[src/rtl/key_expansion_seq.sv]
// Iterative AES-128 key schedule, one round key per clock; optional round-key stream under KEYEXP_RK_STREAM_EN.
// Latency 10 clocks from accepted start to w_valid; start is ignored while busy, no other backpressure.
module key_expansion_seq #(
    parameter int unsigned NR = 10
) (
    input  logic            clk,
    input  logic            reset,
    input  logic            start,
    input  logic [127:0]    key_in,
    output logic            busy,
    output logic            w_valid,
    output logic [1407:0]   w
`ifdef KEYEXP_RK_STREAM_EN
    ,
    output logic [127:0]    rk_out,
    output logic            rk_valid,
    output logic [3:0]      rk_idx
`endif
);

    localparam int          NR_I       = int'(NR);
    localparam logic [3:0]  LAST_ROUND = 4'(NR);

    localparam logic [2047:0] SBOX = {
        128'h637c777bf26b6fc53001672bfed7ab76,
        128'hca82c97dfa5947f0add4a2af9ca472c0,
        128'hb7fd9326363ff7cc34a5e5f171d83115,
        128'h04c723c31896059a071280e2eb27b275,
        128'h09832c1a1b6e5aa0523bd6b329e32f84,
        128'h53d100ed20fcb15b6acbbe394a4c58cf,
        128'hd0efaafb434d338545f9027f503c9fa8,
        128'h51a3408f929d38f5bcb6da2110fff3d2,
        128'hcd0c13ec5f974417c4a77e3d645d1973,
        128'h60814fdc222a908846eeb814de5e0bdb,
        128'he0323a0a4906245cc2d3ac629195e479,
        128'he7c8376d8dd54ea96c56f4ea657aae08,
        128'hba78252e1ca6b4c6e8dd741f4bbd8b8a,
        128'h703eb5664803f60e613557b986c11d9e,
        128'he1f8981169d98e949b1e87e9ce5528df,
        128'h8ca1890dbfe6426841992d0fb054bb16
    };

    typedef enum logic [1:0] {
        S_IDLE,
        S_EXPAND,
        S_DONE
    } state_t;

    state_t          r_state;
    state_t          w_state_nxt;
    logic            r_busy;
    logic            r_w_valid;
    logic [1407:0]   r_w;
    logic [127:0]    r_rk;
    logic [3:0]      r_round;
    logic [7:0]      r_rcon;

    logic            w_accept;
    logic            w_step;
    logic            w_last;
    logic [31:0]     w_t;
    logic [31:0]     w_q0;
    logic [31:0]     w_q1;
    logic [31:0]     w_q2;
    logic [31:0]     w_q3;
    logic [127:0]    w_rk_nxt;

    function automatic logic [7:0] sbox(input logic [7:0] a);
        logic [10:0] base;
        base = 11'd2047 - {a, 3'b000};
        return SBOX[base -: 8];
    endfunction

    function automatic logic [31:0] sub_word(input logic [31:0] x);
        return {sbox(x[31:24]), sbox(x[23:16]), sbox(x[15:8]), sbox(x[7:0])};
    endfunction

    function automatic logic [7:0] xtime(input logic [7:0] a);
        return {a[6:0], 1'b0} ^ (a[7] ? 8'h1b : 8'h00);
    endfunction

    always_ff @(posedge clk) begin
        if (reset) begin
            r_state <= S_IDLE;
        end else begin
            r_state <= w_state_nxt;
        end
    end

    always_comb begin
        w_state_nxt = r_state;
        w_accept    = 1'b0;
        w_step      = 1'b0;
        w_last      = 1'b0;
        case (r_state)
            S_IDLE, S_DONE: begin
                if (start) begin
                    w_accept    = 1'b1;
                    w_state_nxt = S_EXPAND;
                end
            end
            S_EXPAND: begin
                w_step = 1'b1;
                if (r_round == LAST_ROUND) begin
                    w_last      = 1'b1;
                    w_state_nxt = S_DONE;
                end
            end
            default: w_state_nxt = S_IDLE;
        endcase
    end

    // The previous round key is kept in r_rk so the next one never needs a wide read-back mux on w.
    always_comb begin
        w_t      = sub_word({r_rk[23:0], r_rk[31:24]}) ^ {r_rcon, 24'h000000};
        w_q0     = r_rk[127:96] ^ w_t;
        w_q1     = r_rk[95:64]  ^ w_q0;
        w_q2     = r_rk[63:32]  ^ w_q1;
        w_q3     = r_rk[31:0]   ^ w_q2;
        w_rk_nxt = {w_q0, w_q1, w_q2, w_q3};
    end

    always_ff @(posedge clk) begin
        if (reset) begin
            r_w       <= '0;
            r_rk      <= '0;
            r_round   <= 4'd0;
            r_rcon    <= 8'h01;
            r_busy    <= 1'b0;
            r_w_valid <= 1'b0;
        end else if (w_accept) begin
            r_w       <= {key_in, 1280'b0};
            r_rk      <= key_in;
            r_round   <= 4'd1;
            r_rcon    <= 8'h01;
            r_busy    <= 1'b1;
            r_w_valid <= 1'b0;
        end else if (w_step) begin
            for (int i = 1; i <= NR_I; i++) begin
                if (r_round == 4'(i)) begin
                    r_w[1407-128*i -: 128] <= w_rk_nxt;
                end
            end
            r_rk    <= w_rk_nxt;
            r_round <= r_round + 4'd1;
            r_rcon  <= xtime(r_rcon);
            if (w_last) begin
                r_busy    <= 1'b0;
                r_w_valid <= 1'b1;
            end
        end
    end

    assign busy    = r_busy;
    assign w_valid = r_w_valid;
    assign w       = r_w;

`ifdef KEYEXP_RK_STREAM_EN
    logic        r_rk_valid;
    logic [3:0]  r_rk_idx;

    // r_rk is exactly the slice written on the previous edge, so it doubles as the stream data.
    always_ff @(posedge clk) begin
        if (reset) begin
            r_rk_valid <= 1'b0;
            r_rk_idx   <= 4'd0;
        end else if (w_accept) begin
            r_rk_valid <= 1'b1;
            r_rk_idx   <= 4'd0;
        end else if (w_step) begin
            r_rk_valid <= 1'b1;
            r_rk_idx   <= r_round;
        end else begin
            r_rk_valid <= 1'b0;
        end
    end

    assign rk_out   = r_rk;
    assign rk_valid = r_rk_valid;
    assign rk_idx   = r_rk_idx;
`endif

endmodule

[config.mk]
export PLATFORM = sky130hd
export DESIGN_NAME = key_expansion_seq
export DESIGN_NICKNAME = d
export VERILOG_FILES = /design/src/rtl/key_expansion_seq.sv
export SDC_FILE = /design/constraint.sdc
export NUM_CORES = 2
export LEC_CHECK = 0
export CORE_AREA = 3 3 596 598
export CTS_BUF_LIST = sky130_fd_sc_hd__clkbuf_16
export DETAILED_ROUTE_END_ITERATION = 12
export DIE_AREA = 0 0 599 601
export SYNTH_ARGS = -nofsm -noshare
export SYNTH_HDL_FRONTEND = slang
export SYNTH_SLANG_ARGS = --single-unit
[constraint.sdc]
create_clock -name clk -period 5.9 [get_ports clk]
set_input_delay 1.475 -clock clk [delete_from_list [all_inputs] [get_ports clk]]
set_output_delay 1.475 -clock clk [all_outputs]
set_load 0.02 [all_outputs]
==> results.toml <==
[run_status]
outcome = "finished clean"

[setup_path]
critPathCaptureType = "flop"
worst-setup-path-type = "flop to flop"
cp.required_ns = 6.62
path_max_fanout = 34
r2r_cells = 10
r2r_slack_ns = 0.88
r2r_start = "r_rk[20]"
r2r_end = "w[795]"
crit_path_start_kind = "flop"
arrival_ns = 5.74

[sta]
clock_skew_ns = 0.0764
report.final.hold_viol_count = 0
fmax_mhz = 199
rsz0062_at_grt = "false"
report.final.slew_viol_count = 0
setup_viol = 0
post-route-min-period_ns = 5.02
maxSlewHeadroom_pct = 14.8
worst_pin_slew_ns = 1.28
fin_ws_ns = 0.883
fin_setup_tns_ns = 0
post-route-period-util_pct = 85.0

[synthesis]
synth_top_area_share_pct = 44.1
yosysTopAreaCell = "dfxtp_1"
yosysWarnings = 0
synth_cell_type_count = 113
syn_area_per_cell_um2 = 8.03
synth_edf_count = 0
ys_ff_latch = 1552
muxShareOfSynthArea_pct = 1.49
syn_inst = 8773
synth_area_leaders = "dfxtp_1, nand2_1, a21oi_1"
synthAdderAreaFrac_pct = 1.15
synthesis.area_um2 = 70400
ys_async_sr_fraction_pct = 0
synth_top_family_by_area = "compound AO/OA/AOI/OAI gates"
seq_area_frac_synth_pct = 44.1
synth-main-ff-cell = "dfxtp_1"
syn_nets = 8968
synthXorXnorAreaFrac_pct = 3.29
synth-simple-area-share_pct = 20.0
synth_compound_area_share_pct = 24.3

[detailed_routing]
viasPerCell = 5.10
met1_length_mm = 166
num_vias = 74800
wl_met3_mm = 44.9
ant_nets = 0
first_iter_violations = 9808
dr.pass1.iters = 8
routed-wl-met2_mm = 204
drt-wirelength-per-cell_um = 30.8
drt_wl_total_mm = 451
dr.max_layer_used = "met5"
drc = 0

[clocking]
cts_buffers = 180
clock-root-buffer = "clkbuf_16"
holdBufCountCts = 0
clkSlewWorstSetupHoldPaths_ns = 0.06
cts_tree = "yes"
ctsResizeCount = 0
cts.sinks = 1552
cts_setup_buffers = 0
clock_latency_ns = 0.89
clockBufferDepth = 4
htree_levels = 4

[global_routing]
grt_overflow = 0
grt_pass1_vias = 68100
grt_max_degree = 159
grt_pass1_wl_mm = 600
grt_use_total_pct = 23.8
antenna_found_initial = 46

[final_layout]
drive_gt1_share_pct = 8.37
fillers = 37500
areaGrowthSynthToFinish_pct = 38.1
final_cell_area_um2 = 97300
seq_area_um2 = 31100
layout_common_cells = "clkdlybuf4s50_1, dfxtp_1, nand2_1"
final_common_cell = "clkdlybuf4s50_1"
final_util_pct = 27.8
finalNetCount = 10100
multi_input_area_um2 = 36400

[run]
maxCapViolCount = 0

[place]
placed_area_um2 = 91700
place_ws_ns = 0.797
dp_hpwl_mm = 324
port_buffers = 1540
gp_congestion = 1.07

[min_path]
hold_class = "flop to flop"
holdCritStartpoint = "w[773]"
min_to = "w[773]"
hold_depth = 2

[power_and_ir_drop]
p_leak_nw = 32.4
power_density_nw_per_um2 = 617
ir_worst_vdd_mv = 0.901

[die]
die_area_um2 = 360000
initial_utilization_pct = 20.1
core_um2 = 350000
die_x_um = 599
die_h_um = 601
num_io_pins = 1541
num_rows = 217
-- kinds of logic (layout without fill, tap and decap cells) --
logic type	after synthesis	after routing
flip-flops	1552	1552
AND/OR/NAND/NOR	3237	3237
adder cells (fa/ha/maj)	65	65
AO/OA/AOI/OAI	2698	2698
multiplexers	73	73
buffers and inverters	964	2233
other	0	28
XOR/XNOR	184	184
-- worst max-delay path, cell delays in order (launching register included) --
cell and delay [ns]:
dfxtp_2 0.87, inv_1 0.72, a2111oi_0 1.02, buf_4 0.24, o21ai_0 0.08, o211ai_1 0.11, and3_1 0.84, xnor3_1 0.46
buf_4 0.23, nand2_1 0.13, a21oi_1 0.07
-- metrics by stage --
stage	total power [mW]	std cells	hold slack, ns
after floorplan	25.2	8773	0.432
after detailed placement	49.4	14300	0.445
after global routing	61.3	14600	0.465
after CTS	60.2	14600	0.453
final	60.0	14700	0.452
after global placement	49.6	14300	0.440
-- state kept, by name, indices dropped and copies added, names as in the netlist --
register	count
r_rk	128
r_state	2
busy	1
w	1408
w_valid	1
r_round	4
r_rcon	8
-- Yosys cell counts (all sizes together), types with 128 or more instances --
cell type / number
dfxtp: 1552
a31oi: 136
nor2: 841
nand2b: 130
clkbuf: 632
a21oi: 960
o21ai: 547
nand3: 283
buf: 273
nand2: 1512
xnor2: 128
a211oi: 469
-- report_power, final --
| group | internal [mW] | switching (mW) |
|---|---|---|
| sequential | 10.9 | 0.865 |
| combinational | 8.85 | 28.6 |
| clock | 5.88 | 4.89 |
-- per-layer routing --
layer  up-vias  track usage, %
met4        14            16.5
met5         -               0
met2      4425            37.7
li1      33000               -
met1     36300            27.4
met3      1054            6.90
-- layout make-up --
| class | count | share of cell area, % |
|---|---|---|
| Tap cell | 4599 | 5.92 |
| Inverter | 59 | 0.228 |
| Antenna cell | 28 | 0.0720 |
| Clock inverter | 145 | 1.02 |
| Multi-Input combinational cell | 6257 | 37.4 |
| Timing Repair Buffer | 1849 | 18.7 |
| Clock buffer | 180 | 4.63 |
| Sequential cell | 1552 | 32.0 |
-- worst max-delay path by stage --
stage             start       to  slack [ns]  cells after the start
3_3_place_gp      start   w[925]        0.75                      7
2_1_floorplan   r_rk[9]  w[1173]        1.87                     16
3_5_place_dp      start   w[925]        0.80                      7
6_report       r_rk[20]   w[795]        0.88                     10
4_1_cts         r_rk[0]   w[397]        1.14                     11
5_1_grt         r_rk[0]  w[1165]        0.85                     11
(Power assumes the default switching activity.)
